## src/rtl/rr_lock_arbiter.sv

```systemverilog
// ---------------------------------------------------------------------------
// rr_lock_arbiter
//    Round-robin arbiter with grant locking. One shared resource is handed to
//    one of WIDTH requesters. The owner keeps the grant while its request
//    stays high. An optional hold timeout (MAX_HOLD != 0) pre-empts an owner
//    that has held the resource for MAX_HOLD cycles while others are waiting.
//
//    Parameters
//       WIDTH     number of requesters (>= 2, need not be a power of two)
//       MAX_HOLD  max consecutive grant cycles while others wait, 0 = never
//
//    Ports
//       clock        in   rising-edge clock
//       reset        in   asynchronous active-high reset
//       requests     in   [WIDTH-1:0] per-requester request
//       grant        out  [WIDTH-1:0] registered one-hot grant, 0 = no owner
//       grant_id     out  [IDW-1:0]   binary index of the granted requester
//       grant_valid  out  exactly one grant bit is set
//
// one_hot_decoder
//    Converts a one-hot vector into its binary index and flags whether the
//    vector holds exactly one set bit.
//
//    Ports
//       onehot  in   [WIDTH-1:0] one-hot input
//       index   out  [IDW-1:0]   index of the set bit (0 when none set)
//       valid   out  exactly one bit of onehot is set
// ---------------------------------------------------------------------------

module one_hot_decoder #(
   parameter int WIDTH = 8,
   parameter int IDW   = (WIDTH > 1) ? $clog2(WIDTH) : 1
) (
   input  logic [WIDTH-1:0] onehot,
   output logic [IDW-1:0]   index,
   output logic             valid
);

   // OR together the indices of all set bits; for a true one-hot input this
   // is exactly the index of the single set bit.
   always_comb begin
      index = '0;
      for (int i = 0; i < WIDTH; i++) begin
         if (onehot[i]) begin
            index = index | IDW'(i);
         end
      end
      valid = ($countones(onehot) == 1);
   end

endmodule

module rr_lock_arbiter #(
   parameter int WIDTH    = 8,
   parameter int MAX_HOLD = 0
) (
   input  logic                                       clock,
   input  logic                                       reset,
   input  logic [WIDTH-1:0]                           requests,
   output logic [WIDTH-1:0]                           grant,
   output logic [((WIDTH > 1) ? $clog2(WIDTH) : 1)-1:0] grant_id,
   output logic                                       grant_valid
);

   localparam int IDW = (WIDTH > 1) ? $clog2(WIDTH) : 1;

   // Without a timeout the hold counter only needs to saturate somewhere,
   // so an 8-bit counter pinned at all ones is enough.
   localparam int HCW = (MAX_HOLD > 0) ? $clog2(MAX_HOLD + 1) : 8;
   localparam logic [HCW-1:0] HOLD_SAT = (MAX_HOLD == 0) ? {HCW{1'b1}} : HCW'(MAX_HOLD);
   localparam logic [IDW-1:0] LAST_IDX = IDW'(WIDTH - 1);

   typedef enum logic {
      IDLE,
      GRANTED
   } state_t;

   state_t           state;
   logic [IDW-1:0]   pointer;
   logic [HCW-1:0]   hold_count;

   logic             owner_active;
   logic             others_pending;
   logic [WIDTH-1:0] candidates;
   logic             pick_valid;
   logic [IDW-1:0]   pick_idx;
   logic [WIDTH-1:0] pick_onehot;
   logic [IDW-1:0]   next_pointer;

   // The owner is never a candidate once granted: a pre-emption must move
   // the grant elsewhere, and on release its request bit is already low.
   always_comb begin
      owner_active   = |(requests & grant);
      others_pending = |(requests & ~grant);
      candidates     = (state == IDLE) ? requests : (requests & ~grant);
   end

   // Rotating priority search starting at pointer. The wrap is done
   // explicitly so non-power-of-two WIDTH values search correctly.
   always_comb begin
      int idx;
      pick_valid  = 1'b0;
      pick_idx    = '0;
      pick_onehot = '0;
      idx         = 0;
      for (int k = 0; k < WIDTH; k++) begin
         idx = int'(pointer) + k;
         if (idx >= WIDTH) begin
            idx = idx - WIDTH;
         end
         if (!pick_valid && candidates[idx]) begin
            pick_valid       = 1'b1;
            pick_idx         = IDW'(idx);
            pick_onehot[idx] = 1'b1;
         end
      end
      next_pointer = (pick_idx == LAST_IDX) ? '0 : pick_idx + IDW'(1);
   end

   // Arbitration state machine. The grant only moves on a fresh grant from
   // idle, a timeout pre-emption, or a release; the new winner then becomes
   // lowest priority by placing the pointer just after it.
   always_ff @(posedge clock or posedge reset) begin
      if (reset) begin
         state      <= IDLE;
         grant      <= '0;
         pointer    <= '0;
         hold_count <= '0;
      end else begin
         case (state)
            IDLE: begin
               if (pick_valid) begin
                  grant      <= pick_onehot;
                  state      <= GRANTED;
                  pointer    <= next_pointer;
                  hold_count <= HCW'(1);
               end
            end
            GRANTED: begin
               if (owner_active) begin
                  if ((MAX_HOLD != 0) && (hold_count == HOLD_SAT) && others_pending) begin
                     grant      <= pick_onehot;
                     pointer    <= next_pointer;
                     hold_count <= HCW'(1);
                  end else if (hold_count != HOLD_SAT) begin
                     hold_count <= hold_count + HCW'(1);
                  end
               end else if (pick_valid) begin
                  grant      <= pick_onehot;
                  pointer    <= next_pointer;
                  hold_count <= HCW'(1);
               end else begin
                  grant      <= '0;
                  state      <= IDLE;
                  hold_count <= '0;
               end
            end
            default: begin
               state      <= IDLE;
               grant      <= '0;
               hold_count <= '0;
            end
         endcase
      end
   end

   one_hot_decoder #(
      .WIDTH (WIDTH),
      .IDW   (IDW)
   ) u_decoder (
      .onehot (grant),
      .index  (grant_id),
      .valid  (grant_valid)
   );

endmodule

```

## config.mk

```make
export PLATFORM = sky130hd
export DESIGN_NAME = rr_lock_arbiter
export DESIGN_NICKNAME = d
export VERILOG_FILES = /design/src/rtl/rr_lock_arbiter.sv
export SDC_FILE = /design/constraint.sdc
export NUM_CORES = 1
export LEC_CHECK = 0
export BUFFER_PORTS_ARGS = -buffer_cell sky130_fd_sc_hd__buf_2
export CORE_MARGIN = 2
export CORE_UTILIZATION = 25
export CTS_CLUSTER_DIAMETER = 100
export CTS_CLUSTER_SIZE = 12
export DETAILED_ROUTE_END_ITERATION = 10
export PLACE_DENSITY = 0.43
export RECOVER_POWER = 25
export SYNTH_ARGS = -nofsm -noshare
export SYNTH_HDL_FRONTEND = slang
export SYNTH_HIERARCHICAL = 1
export SYNTH_SLANG_ARGS = --single-unit
```

## constraint.sdc

```tcl
create_clock -name clock -period 5.3 [get_ports clock]
set_clock_uncertainty 0.05 [all_clocks]
set_input_delay 0.265 -clock clock [delete_from_list [all_inputs] [get_ports clock]]
set_output_delay 0.265 -clock clock [all_outputs]
set_load 0.05 [all_outputs]
```

==> run metrics <==
result of the run complete, but fails checks; violated checks hold timing; number of hold-repair buffers added at the cts stage 0; Worst-Margin Slew 0.6520 ns; number of DRC markers in iteration 0 301; clk_lat worst skew 0.26 ns; max-slew headroom at the worst pin 0.5639; clk root buf clkbuf_8; type of origin of the critical path flip-flop; final setup violation count 0; unique cell type count in the Yosys netlist 59; DIE WIDTH 101.9 um; ratio of routed vias to standard cells 5.939; half-perimeter wire length after placement 6.821 mm; Avg Synthesized Cell Area 8.091 um^2; Congestion Overflow GR 0; routed wire length per instance 19.81 um; Post-DRT Antenna Nets 0; category of the critical setup timing path flip-flop to flip-flop; first-pass GRT wire length 13.77 mm; area of the die 0.01038 mm^2; number of clock sinks 12; main flop type after synthesis dfrtp_1; routed wire length 8.754 mm; class of the worst hold path input port to async pin; sequential element share of the synthesized area 0.1254; GPL Wtd Cong 0.9466; CP endpoint kind flip-flop; arrival time worst endpoint 4.25 ns; Vert. Die Dim 101.9 um; clock-pin transition on the worst setup and hold timing paths 0.07 ns; post-CTS setup repair buffer count 0; area grow syn2layout 12.80%; via count of the routed design 2,625; flop2flop setup slack 1.16 ns; post-route worst setup slack 1.158 ns; antenna violations before repair 0; number of enable flip-flop cells after synthesis 0; number of DRC violations after detailed routing 0; maximum frequency from static timing analysis 241.4 MHz; number of warning messages in the yosys log 6; clock tree from TritonCTS yes; max-cap violation count 0; Slew Limit Fails 0; DRT Pass-1 Iters 5; data required time of the worst path 5.41 ns; post-cts gate resize count 0; post-synth net total 323; dpl ws 1.199 ns; area of the core 0.009284 mm^2; origin of the critical flop-to-flop path pointer[1]$_DFFE_PP0P_; origin of the worst setup path pointer[1]$_DFFE_PP0P_; Final min period 4.142 ns; post-route clock period utilization 0.7815; WHS -0.01525 ns; Ant. Diodes 0; via count of the first global-routing pass 2,500; final net count 341; sum of negative setup slack 0 ns; GRT Total Usage 0.1720; Crit Path Max Fanout 13; Mapped Cells 296; share of cells above drive strength 1 0.1821; Synth Cell Area 0.002395 mm^2; total CTS buffers 3; maximum number of pins on one net before global-route repair 45; unrepaired setup endpoints after global routing false; initial standard-cell utilization of the core 0.2580; level count of the clock H-tree 1; flip-flop and latch count after synthesis 12; worst-case clock buffer depth 2; site row count 35; count of endpoints failing hold in the final timing report 12; I/O pins 22; count of buffers from port buffering 21; ys async rst share 1.000
[logic make-up (layout without fill, tap and decap cells)]
group                      count (synthesis)  count (layout)  share of synthesized area
xor gates and xnor gates                   5               5                    0.01829
and+or+nand+nor                          103             103                     0.2194
muxes                                     24              24                     0.1526
buffers and inverters                     32              49                    0.05799
DFF                                       12              12                     0.1254
adders and majority gates                 17              17                     0.1014
AOI/OAI and AO/OA                        103             103                     0.3250
[final timing paths]
check | depth (start not counted) | endpoint
max | 11 | pointer[0]$_DFFE_PP0P_
min | 2 | pointer[1]$_DFFE_PP0P_
max reg2reg | 11 | pointer[0]$_DFFE_PP0P_
min reg2reg | 2 | grant[1]$_DFFE_PP0P_
max in group asynchronous | 2 | grant[6]$_DFFE_PP0P_
min in group clock | 5 | state$_DFF_PP0_
[placed cells by master, fill, tap and decap left out, drive strengths merged, types with 11 or more instances in the layout]
| cell | instances |
|---|---|
| buf | 30 |
| o21ai | 13 |
| ha | 13 |
| nand2 | 33 |
| nor3 | 12 |
| mux2i | 12 |
| nor2 | 16 |
| a22oi | 11 |
| inv | 14 |
| dfrtp | 12 |
[stage by stage]
stage | utilization | instance area (um^2) | std cells
after floorplan | - | 2395 | 296
after global placement | 0.2850 | 2646 | 438
after detailed placement | 0.2850 | 2646 | 438
after CTS | 0.2910 | 2701 | 442
after global routing | 0.2910 | 2701 | 442
final | 0.2910 | 2701 | 442
[synth_stat cells, drive strengths merged (3+ instances only)]
cell    count  share of area
a211oi      5          0.016
a21bo       8          0.033
a21boi      7          0.022
a21oi       9          0.019
a221o       3          0.013
a221oi      4          0.015
a22o        4          0.015
a22oi      11          0.034
a31oi       5          0.013
a32oi       3          0.011
a41o        3          0.013
and3        3         0.0078
buf         5          0.016
clkbuf     12          0.019
dfrtp      12           0.13
fa          4          0.033
ha         13          0.068
inv        14          0.022
mux2        4          0.022
mux2i      12          0.055
mux4        8          0.075
nand2      33          0.052
nand3       9          0.019
nand4       9          0.024
nor2       16          0.025
nor2b       3         0.0078
nor3       12          0.027
nor3b       3          0.011
o211ai      8          0.025
o21ai      13          0.027
o221ai      3          0.011
o22ai       3         0.0078
or4         5          0.016
xnor2       3          0.011
[worst max-delay path, cell delays in order (launching register included)]
cell and delay [ns]:
dfrtp_1 0.36, buf_4 0.18, inv_2 0.26, ha_1 0.30, xor2_1 0.55, a211oi_1 0.27, nor3b_2 0.56, nand2_1 0.30
nor3_1 0.57, a211oi_1 0.14, ha_1 0.23, o31ai_1 0.25
[final cells by class]
| type | count | area, um^2 |
|---|---|---|
| Fill cell | 1033 | 6583 |
| Multi-Input combinational cell | 252 | 1956 |
| Sequential cell | 12 | 300.3 |
| Timing Repair Buffer | 30 | 172.7 |
| Tap cell | 129 | 161.4 |
| Inverter | 15 | 56.30 |
| Clock buffer | 4 | 55.05 |
[metal layers]
| metal | vias to the layer above | global-route usage | routed length (um) |
|---|---|---|---|
| met5 | - | 0 | 0 |
| met3 | 22 | 0.02052 | 561 |
| met4 | 0 | 0.06256 | 251 |
| met1 | 1263 | 0.2389 | 4079 |
| met2 | 138 | 0.2748 | 3862 |
| li1 | 1202 | - | - |
[sequential cells by signal, indices dropped and copies added, names as in the netlist]
signal / count
grant: 8
pointer: 3
state: 1
Power is left out: the tool's default activity adds up to more than one toggle a clock period on the data nets, which glitch-free logic cannot reach.
